===== config.mk =====
export PLATFORM = sky130hd
export DESIGN_NAME = sha1_msg_padder
export DESIGN_NICKNAME = d
export VERILOG_FILES = /design/src/rtl/sha1_msg_padder.sv
export SDC_FILE = /design/constraint.sdc
export NUM_CORES = 1
export LEC_CHECK = 0
export BUFFER_PORTS_ARGS = -buffer_cell sky130_fd_sc_hd__buf_4
export CORE_UTILIZATION = 43
export DETAILED_ROUTE_END_ITERATION = 10
export PLACE_DENSITY = 0.73
export SYNTH_ARGS = -nofsm -noshare
export SYNTH_HDL_FRONTEND = slang
export SYNTH_SLANG_ARGS = --single-unit

===== constraint.sdc =====
create_clock -name clk -period 2.69 [get_ports clk]
set_input_delay 0.538 -clock clk [delete_from_list [all_inputs] [get_ports clk]]
set_output_delay 0.538 -clock clk [all_outputs]
set_load 0.005 [all_outputs]

===== src/rtl/sha1_msg_padder.sv =====
// sha1_msg_padder: byte-serial message to padded 512-bit SHA-1 blocks with core handshake
module sha1_msg_padder #(
    parameter int LEN_W = 32
) (
    input  logic         clk,
    input  logic         nrst,
    input  logic         msg_valid,
    output logic         msg_ready,
    input  logic [7:0]   msg_data,
    input  logic         msg_last,
    output logic [0:511] blk_data,
    output logic         blk_start,
    output logic         blk_first,
    output logic         blk_final,
    input  logic         core_done
);

    typedef enum logic [2:0] {
        ST_IDLE,
        ST_FILL,
        ST_PAD,
        ST_SEND,
        ST_WAIT,
        ST_LBLK
    } state_t;

    state_t             state_q, state_d;
    logic [6:0]         ptr_q, ptr_d;
    logic [LEN_W-1:0]   count_q, count_d;
    logic [1:0]         pend_q, pend_d;
    logic [0:511]       blk_data_q, blk_data_d;
    logic               first_q, first_d;
    logic               final_q, final_d;
    logic               msg_ready_q, msg_ready_d;
    logic               blk_start_q, blk_start_d;
    logic [63:0]        len;
    logic [8:0]         bidx;

    // message length in bits, big-endian field of the final block
    assign len  = 64'(count_q) << 3;
    // bit offset of the byte slot the pointer addresses
    assign bidx = {ptr_q[5:0], 3'b000};

    assign msg_ready = msg_ready_q;
    assign blk_start = blk_start_q;
    assign blk_data  = blk_data_q;
    assign blk_first = first_q;
    assign blk_final = final_q;

    // state and datapath registers; everything visible is registered
    always_ff @(posedge clk or negedge nrst) begin
        if (!nrst) begin
            state_q     <= ST_IDLE;
            ptr_q       <= '0;
            count_q     <= '0;
            pend_q      <= '0;
            blk_data_q  <= '0;
            first_q     <= 1'b0;
            final_q     <= 1'b0;
            msg_ready_q <= 1'b0;
            blk_start_q <= 1'b0;
        end else begin
            state_q     <= state_d;
            ptr_q       <= ptr_d;
            count_q     <= count_d;
            pend_q      <= pend_d;
            blk_data_q  <= blk_data_d;
            first_q     <= first_d;
            final_q     <= final_d;
            msg_ready_q <= msg_ready_d;
            blk_start_q <= blk_start_d;
        end
    end

    // next state, block assembly and padding; ready/start follow the next state so they stay registered
    always_comb begin
        state_d    = state_q;
        ptr_d      = ptr_q;
        count_d    = count_q;
        pend_d     = pend_q;
        blk_data_d = blk_data_q;
        first_d    = first_q;
        final_d    = final_q;
        case (state_q)
            ST_IDLE: begin
                ptr_d      = '0;
                count_d    = '0;
                pend_d     = '0;
                blk_data_d = '0;
                first_d    = 1'b1;
                final_d    = 1'b0;
                state_d    = ST_FILL;
            end
            ST_FILL: begin
                if (msg_valid && msg_ready_q) begin
                    blk_data_d[bidx +: 8] = msg_data;
                    ptr_d   = ptr_q + 7'd1;
                    count_d = count_q + LEN_W'(1);
                    if (msg_last) begin
                        state_d = ST_PAD;
                    end else if (ptr_q == 7'd63) begin
                        final_d = 1'b0;
                        state_d = ST_SEND;
                    end
                end
            end
            ST_PAD: begin
                // bytes past the pointer are already zero, so only the marker and length are written
                if (ptr_q < 7'd64) blk_data_d[bidx +: 8] = 8'h80;
                if (ptr_q <= 7'd55) begin
                    blk_data_d[448 +: 64] = len;
                    final_d = 1'b1;
                end else begin
                    final_d = 1'b0;
                    pend_d  = (ptr_q == 7'd64) ? 2'd2 : 2'd1;
                end
                state_d = ST_SEND;
            end
            ST_SEND: state_d = ST_WAIT;
            ST_WAIT: begin
                if (core_done) begin
                    if (final_q) begin
                        state_d = ST_IDLE;
                    end else if (pend_q != 2'd0) begin
                        state_d = ST_LBLK;
                    end else begin
                        first_d    = 1'b0;
                        ptr_d      = '0;
                        blk_data_d = '0;
                        state_d    = ST_FILL;
                    end
                end
            end
            ST_LBLK: begin
                // trailing block: optional 0x80 marker, zero fill, bit length
                blk_data_d = {(pend_q == 2'd2) ? 8'h80 : 8'h00, 440'd0, len};
                final_d    = 1'b1;
                first_d    = 1'b0;
                pend_d     = 2'd0;
                state_d    = ST_SEND;
            end
            default: state_d = ST_IDLE;
        endcase
        msg_ready_d = (state_d == ST_FILL);
        blk_start_d = (state_d == ST_SEND);
    end

endmodule

# Yosys cells after proc, flatten, opt, wreduce, memory -nomap -nowiden
# Index checks and enable logic that the tools add are counted.
[word_totals]
inputBits = 13
elab_cells = 92
reg_bits = 560
output_inout_bits = 516
[op_classes]
bitwise = 1
n_eq_ne = 19
order_cmp = 2
n_mux = 36
shifts = 3
n_addsub = 3
n_reduce_logical = 18
[ops]
columns = ["operator", "count"]
rows = [
  ["$mux W512", 5],
  ["$pmux W512 S5", 1],
  ["$bwmux W512", 2],
  ["$shift A513 B11 Y512 const A", 1],
  ["$shiftx A513 B11 Y512", 1],
  ["$shiftx A513 B11 Y512 const A", 1],
  ["$mux W64", 1],
  ["$pmux W32 S2", 1],
  ["$add A32 B1 Y32 const B", 1],
  ["$mux W32", 1],
  ["$mux W7", 4],
  ["$pmux W7 S3", 1],
  ["$mux W3", 6],
  ["$ne A2 B2 Y1 const B", 8],
  ["$pmux W3 S5", 1],
  ["$reduce_and A6 Y1", 2],
  ["$neg A10 Y11", 1],
  ["$not A9 Y10", 1],
  ["$eq A3 B2 Y1 const B", 3],
  ["$mux W8", 1],
  ["$reduce_and A4 Y1", 2],
  ["$add A7 B1 Y7 const B", 1],
  ["$eq A7 B6 Y1 const B", 1],
  ["$eq A7 B7 Y1 const B", 1],
  ["other kinds (20)", 34],
]

# Logic depth before layout (Yosys ltp)
# Gate-level depths: netlist of the first run.
[logic_depth]
depth_word = 7
depth_mapped = 10
ltp_nobuf = 7

# Worst setup path after synthesis of the first run
# Ideal clock, no wire load.
[synth_path]
path_kind = "input -> register"
from = "in core_done"
to = "reg blk_data_q, in the netlist blk_data[121]"
setup_slack_ns = 0.383
t_arrival_ns = 2.186
required_ns = 2.568
cell_stages = 5
setup_ns = 0.122
n_path_buf = 0
cell_sequence = "or4b_4 a31o_4 a2111oi_4 nor2_2 a32o_1"
[synth_via]
elab_chain_cells = 2
[synth_rtl]
columns = ["element", "line", "source"]
rows = [
  ["start: declaration", "15", "input logic core_done"],
  ["$ne A2 B2 Y1 (no source line)", "-", ""],
  ["$reduce_and A6 Y1 (no source line)", "-", ""],
  ["end signal: assignment", "67", "blk_data_q <= blk_data_d;"],
  ["end: declaration", "31", "logic [0:511] blk_data_q, blk_data_d;"],
]
# No other way between the ends.
# A chain may end at the register's enable or synchronous reset.

# Worst setup path after layout of the first run
[layout_path]
from = "reg ptr_q[1]"
to = "reg blk_data_q, in the netlist blk_data[427]"
[layout_via]
elab_chain_cells = 6
word_cells_on_any_way = 13
cone_classes = "add/sub (1); order compare (1); eq/ne (1); shift (3); mux (5); bitwise (1); reduce/logical (1)"
[layout_rtl]
columns = ["element", "line", "source"]
rows = [
  ["start: declaration", "28", "logic [6:0] ptr_q, ptr_d;"],
  ["start signal: assignment", "64", "ptr_q <= ptr_d;"],
  ["$not A9 Y10 (not written as such)", "96, 109", ""],
  ["$neg A10 Y11", "96, 109", ""],
  ["$shiftx A513 B11 Y512, or another cell as far along", "109", "if (ptr_q < 7'd64) blk_data_d[bidx +: 8] = 8'h80;"],
  ["$bwmux W512 (on tied branches)", "109, 96", ""],
  ["$mux W512 (on tied branches)", "109, 95", ""],
  ["$pmux W512 S5", "84", "case (state_q)"],
]
# Several ways; a longest one is shown, not always the timed one. The select of a mux whose other input is x is not followed.

==> flow_summary.toml, run 1 <==
[cts]
clockBufferDepth = 3
cts_root_buf = "clkbuf_16"
htreeDepth = 2
cts.sinks = 560
insertion_delay_ns = 0.62
cts_tree = "built"
cts_inserted_buffers = 58
clk_pin_slew_ns = 0.07

[detailed_routing]
antenna_left = 0
wl_um = 91800
dr.first_iter.drc_count = 1839
viasPerCell = 5.90
post_drt_wl_per_cell_um = 24.9
drt_first_pass_iters = 6
vias = 21734
remaining_drc_errors = 0

[die]
die_w_um = 239
ios = 529
die_y_um = 239
std_cell_rows = 86
dieArea_um2 = 57100
core_area_um2 = 55300
initial_core_util_pct = 43.7

[synth]
ys_warn_count = 0
ys_seq_area_share_pct = 58.0
syn-num-nets = 2318
yosysTopAreaCellShare_pct = 58.0
synth_edf_count = 0
ys_types = 81
ys_seq_elements = 560
synth.avg_cell_area_um2 = 10.5
syn_area_um2 = 24200
syn_inst = 2298
synthFlopType = "dfrtp_1"
synthArstFlopShare_pct = 100
yosys.area.top_type = "dfrtp_1"
synthTopCellsByArea = "dfrtp_1 58%, nand3_1 5.8%, o21ai_0 5.5%"

[worst_setup_path]
crit_path_cell_trace = "inv_1, ha_1, inv_1, nor3_1, o211a_1, buf_4, nand3_1, o21ai_0"
start_kind = "register"
crit_top_cell = "inv_1"
slowest_stage = "nor3_1"
rr_worst_depth = 8
worst-r2r-setup-slack_ns = 0.12
critical_path.max_stage_delay_ns = 0.54
required_ns = 3.21
crit_path_end_kind = "register"
r2r_end = "blk_data[427]$_DFFE_PN0P_"
reg2reg_from = "ptr_q[1]$_DFFE_PN0P_"
critical_path_arrival_ns = 3.09
path_class = "reg2reg"
worst-path-max-fanout = 15

[grt]
globalRouteOverflowTotal = 0
antenna_found_initial = 2
grt_pass1_wl_um = 135000
grt_start_max_net_pins = 83
grt_pass1_vias = 21130
grtUsageTotal_pct = 31.4

[timing]
fin_crit_ns = 2.57
slew_violations = 0
setup_viol_count_final = 0
min_period_over_period_pct = 95.5
fmax_ghz = 0.389
hold_viol = 0
tightest_slew_ns = 1.01
max_slew_margin_pct = 32.4
rsz0062_at_grt = "no"
fin_skew_ns = 0.0289

[layout]
syn2layout_area_growth_pct = 32.0
fin_area_um2 = 31900
mostFrequentLayoutCells = "686 x buf_4, 559 x dfrtp_1, 279 x nand3_1"
layout.nets = 2912
fillers = 4775
multi_input_area_um2 = 9370
drive_gt1_share_pct = 30.3
final_cells = 3686
regArea_um2 = 14000
final_common_cell = "buf_4"

[power]
power_density_nw_per_um2 = 727
ir_worst_vdd_mv = 0.591
p_leak_nw = 15.5

[worst_hold_path]
hold_end = "state_q[0]$_DFF_PN0_"
hold_depth = 3
hp-class = "in2reg"
hp-start = "msg_last"

[outcome]
status = "complete, no violations"

[placed_design]
dp_cells = 3576
place.gp.congestion = 0.924
dpl_cell_area_um2 = 29900
port_buffers = 528
hpwl_um = 66400

[job]
cap_violations = 0
-- kinds of logic (layout without fill, tap and decap cells) --
kind of cell / Yosys count / count (layout) / synth area share, %
compound gates: 620 / 620 / 17.7
xor+xnor: 20 / 20 / 0.725
simple gates: 823 / 823 / 16.8
fa+ha+maj: 7 / 7 / 0.362
flops: 560 / 560 / 58.0
other cells: 0 / 2 / 0
mux: 66 / 66 / 2.73
buf+inv: 202 / 840 / 3.61
-- registers in the layout, summed over array words and instances, names as in the netlist --
name / cells
blk_first: 1
state_q: 3
blk_start: 1
ptr_q: 7
count_q: 32
pend_q: 2
msg_ready: 1
blk_final: 1
blk_data: 512
-- power by group --
group	internal, mW	switching, mW	total [mW]
clock	4.69	3.44	8.13
combinational	1.67	4.64	6.31
sequential	8.58	0.173	8.75
total	14.9	8.25	23.2
-- layer usage --
| layer | up-vias | global-route usage, % | wire, um |
|---|---|---|---|
| met2 | 1106 | 50.7 | 43200 |
| met5 | - | 0 | 17 |
| met1 | 10855 | 40.6 | 36100 |
| met3 | 205 | 7.73 | 8570 |
| met4 | 2 | 12.9 | 3930 |
| li1 | 9566 | - | - |
-- Yosys cell counts, types with 10 or more instances --
cell type,number
dfrtp_1,560
nand3_1,279
o21ai_0,264
nand2_1,175
nor2_1,149
clkbuf_1,109
a32o_1,97
a21oi_1,77
mux2i_1,66
buf_2,47
nor3_1,38
and2_1,35
o211ai_1,32
a221o_1,30
inv_1,30
or2_2,24
nor2b_1,20
nand4_1,19
xnor2_1,14
a21oi_2,12
nand2b_1,12
and3_1,11
o2bb2ai_1,10
o31ai_1,10
-- what timing repair did --
| item | 4_1_cts | 5_1_grt |
|---|---|---|
| resized for setup | 3 | 2 |
| hold endpoints to repair | 55 | 0 |
| setup endpoints to repair | 59 | 23 |
| setup buffers | 0 | 3 |
| hold buffers | 1 | 0 |
| pin swaps | 0 | 3 |
-- worst max-delay path: cells and delay by family (launching register included) --
family	cells	cell delay, ns
buffers and inverters	3	0.60
and+or+nand+nor	2	0.64
adders and majority gates	1	0.30
AOI/OAI and AO/OA	2	0.39
DFF	1	0.52
-- worst max path at each step --
stage,startpoint,end,slack [ns],cells after the start
final,ptr_q[1]$_DFFE_PN0P_,blk_data[427]$_DFFE_PN0P_,0.12,8
after global routing,ptr_q[1]$_DFFE_PN0P_,blk_data[453]$_DFFE_PN0P_,0.009,8
after CTS,ptr_q[3]$_DFFE_PN0P_,blk_data[231]$_DFFE_PN0P_,0.009,8
after detailed placement,core_done,blk_data[493]$_DFFE_PN0P_,-0.13,6
after global placement,core_done,blk_data[508]$_DFFE_PN0P_,-0.07,6
after floorplan,core_done,blk_data[121]$_DFFE_PN0P_,0.38,5
-- area by class of cell --
type	instances	share of cell area [%]
multi-input cells	1536	29.4
clock buffers	78	5.20
flip-flops and latches	560	44.0
inverters	30	0.353
repair buffers	706	17.4
diodes	2	0.0157
clock inverters	26	0.801
well taps	748	2.94
-- through the flow --
stage | setup WS [ns] | power, mW | util, % | hold WS [ns] | TNS [ns]
after CTS | 0.00877 | 23.2 | 57.6 | 0.248 | 0
after detailed placement | -0.127 | 15.1 | 54.1 | 0.482 | -3.07
after global routing | 0.00929 | 24.0 | 57.6 | 0.284 | 0
final | 0.120 | 23.2 | 57.6 | 0.288 | 0
after global placement | -0.0700 | 14.9 | 54.1 | 0.476 | -1.14
after floorplan | 0.383 | 12.4 | - | 0.242 | 0
Note: power is estimated with default switching activity, not from simulation.
==> run 2, diff against run 1 <==
--- a/config.mk
+++ b/config.mk
@@ -5,10 +5,11 @@
 export SDC_FILE = /design/constraint.sdc
 export NUM_CORES = 1
 export LEC_CHECK = 0
+export ABC_AREA = 1
 export BUFFER_PORTS_ARGS = -buffer_cell sky130_fd_sc_hd__buf_4
 export CORE_UTILIZATION = 43
 export DETAILED_ROUTE_END_ITERATION = 10
-export PLACE_DENSITY = 0.73
+export PLACE_DENSITY = 0.71
 export SYNTH_ARGS = -nofsm -noshare
 export SYNTH_HDL_FRONTEND = slang
 export SYNTH_SLANG_ARGS = --single-unit
==> run 2 against run 1 <==
Compared with the run above:
- combinational power is 38% higher
- die area is 20% higher
- non-clock buffer count is 57 lower
- sequential share of layout area is 5.7 points lower
- core utilization is 2.4 points lower
- synthesized cell count is 88% higher
- largest power group is now clock
==> flow_summary.toml, run 2 <==
[outcome]
status = "complete, no violations"

[cts]
cts_tree = "built"
htreeDepth = 2
clk_pin_slew_ns = 0.06
cts.sinks = 560
insertion_delay_ns = 0.63
clockBufferDepth = 3
cts_root_buf = "clkbuf_16"
cts_inserted_buffers = 61

[power]
p_total_mw = 27.1
power_frac_comb_pct = 32.2
p_leak_nw = 22.4
power_switching_share_pct = 38.6
p_int_mw = 16.6
pwr-share-clk_pct = 34.5
power_density_nw_per_um2 = 740
power_frac_seq_pct = 33.3
p_sw_mw = 10.5
ir_worst_vdd_mv = 0.701

[worst_setup_path]
required_ns = 3.19
rr_worst_depth = 7
critical_path.max_stage_delay_ns = 0.76
crit_path_end_kind = "register"
crit_path_cell_trace = "inv_2, nand3_1, nor2_2, inv_2, nor2_1, o21ai_0, nor2_1"
slowest_stage = "inv_2"
start_kind = "register"
path_class = "reg2reg"
critical_path_arrival_ns = 3.00
worst-path-max-fanout = 43

[timing]
fin_ws_ns = 0.190
fin_crit_ns = 2.50
setup-tns-final_ns = 0
fmax_ghz = 0.400
rsz0062_at_grt = "no"
tightest_slew_ns = 1.04
min_period_over_period_pct = 92.9
slew_violations = 0
setup_viol_count_final = 0
fin_skew_ns = 0.0253
max_slew_margin_pct = 30.3
hold_viol = 0

[grt]
globalRouteOverflowTotal = 0
antenna_found_initial = 2
grt_pass1_vias = 26521
grt_pass1_wl_um = 156000
grtUsageTotal_pct = 29.6
grt_start_max_net_pins = 87

[synth]
synthTopCellsByArea = "dfrtp_1 48%, nand2_1 19%, nor2_1 14%"
syn_area_um2 = 29000
netlist_top_cells_count = "1,476 x nand2_1, 1,115 x nor2_1, 621 x inv_1"
ys_seq_elements = 560
synthArstFlopShare_pct = 100
synth.avg_cell_area_um2 = 6.74
yosysTopAreaCellShare_pct = 48.2
ys_warn_count = 0
ys_seq_area_share_pct = 48.2
syn_inst = 4310
synthFlopType = "dfrtp_1"
yosysMostFrequentCell = "nand2_1"
syn-num-nets = 4330
yosys.area.top_type = "dfrtp_1"
ys_types = 34
synth_edf_count = 0

[detailed_routing]
dr.first_iter.drc_count = 2607
vias = 28119
viasPerCell = 4.88
wl_um = 103000
post_drt_wl_per_cell_um = 17.9
antenna_left = 0
remaining_drc_errors = 0
drt_first_pass_iters = 6

[worst_hold_path]
hp-class = "in2reg"
hold_depth = 4

[layout]
largest_reg_flops = 512
syn2layout_area_growth_pct = 26.1
layout.nets = 4864
drive_gt1_share_pct = 16.6
mostFrequentLayoutCells = "1,474 x nand2_1, 1,115 x nor2_1, 627 x buf_4"
fillers = 6381
diodes = 0
final_common_cell = "nand2_1"

[job]
cap_violations = 0

[placed_design]
place.gp.congestion = 0.988
dp_slack_ns = 0.208
port_buffers = 528
hpwl_um = 75900

[die]
die_y_um = 262
dieArea_um2 = 68600
die_w_um = 262
std_cell_rows = 94
core_area_um2 = 66300
initial_core_util_pct = 43.8
ios = 529
run 2: per-layer routing:
metal | vias up | share of wire (%) | GRT usage (%)
li1 | 13714 | - | -
met1 | 13058 | 41 | 38.9
met2 | 1086 | 46 | 46.8
met3 | 257 | 7.2 | 5.42
met4 | 4 | 5.4 | 15.1
met5 | - | 0.022 | 0
run 2: final timing paths:
kind,slack [ns],end,start
worst max-delay path,0.19,blk_data[451]$_DFFE_PN0P_,state_q[1]$_DFF_PN0_
worst min-delay path,0.25,state_q[2]$_DFF_PN0_,core_done
worst max register to register,0.19,blk_data[451]$_DFFE_PN0P_,state_q[1]$_DFF_PN0_
worst min register to register,0.51,blk_data[144]$_DFFE_PN0P_,blk_data[144]$_DFFE_PN0P_
max in group asynchronous,1.40,blk_data[473]$_DFFE_PN0P_,nrst
min in group asynchronous,0.45,blk_data[313]$_DFFE_PN0P_,nrst
run 2: worst max-delay path, delay by kind of cell, from the launching register on:
family | cells | cell delay (ns)
flops | 1 | 0.47
buf+inv | 2 | 0.87
compound gates | 1 | 0.26
simple gates | 4 | 0.76
run 2: kinds of logic after synthesis:
family / after synthesis / synth area share (%)
flip-flops: 560 / 48.2
buffers and inverters: 809 / 11.3
AND/OR/NAND/NOR: 2813 / 37.9
adder cells (fa/ha/maj): 7 / 0.301
XOR/XNOR: 1 / 0.0302
AO/OA/AOI/OAI: 120 / 2.21
run 2: power by group through the flow:
stage          registers (mW)  logic [mW]  clock network [mW]
6_report                 9.02        8.73                9.36
5_1_grt                  9.04        9.49                9.78
4_1_cts                  9.02        8.66                9.46
3_5_place_dp             9.17        8.65                   0
3_3_place_gp             9.16        8.59                   0
2_1_floorplan            9.10        5.25                   0
run 2: what timing repair did:
action                                 CTS  global route
endpoints found under the hold margin   34             0
gates resized for setup                  0             1
setup endpoints to repair                0             1
setup buffers                            0             0
hold buffers                             1             0
run 2: per-stage QoR:
stage	cell area, um2	hold slack (ns)	util (%)	cells
6_report	36600	0.249	55.2	5760
5_1_grt	36600	0.254	55.2	5760
4_1_cts	36600	0.213	55.2	5760
3_5_place_dp	34400	0.474	51.8	5644
3_3_place_gp	34400	0.462	51.8	5644
2_1_floorplan	29000	0.242	-	4310
run 2: area by class of cell:
class                      instances  area [um2]  share of cell area, %
clock buffer                      82        1800                   4.91
inverter                         631        2380                   6.49
timing repair buffer             649        5130                   14.0
tap                              864        1080                   2.95
sequential                       560       14000                   38.3
clock inverter                    33         449                   1.23
multi-input combinational       2941       11800                   32.1
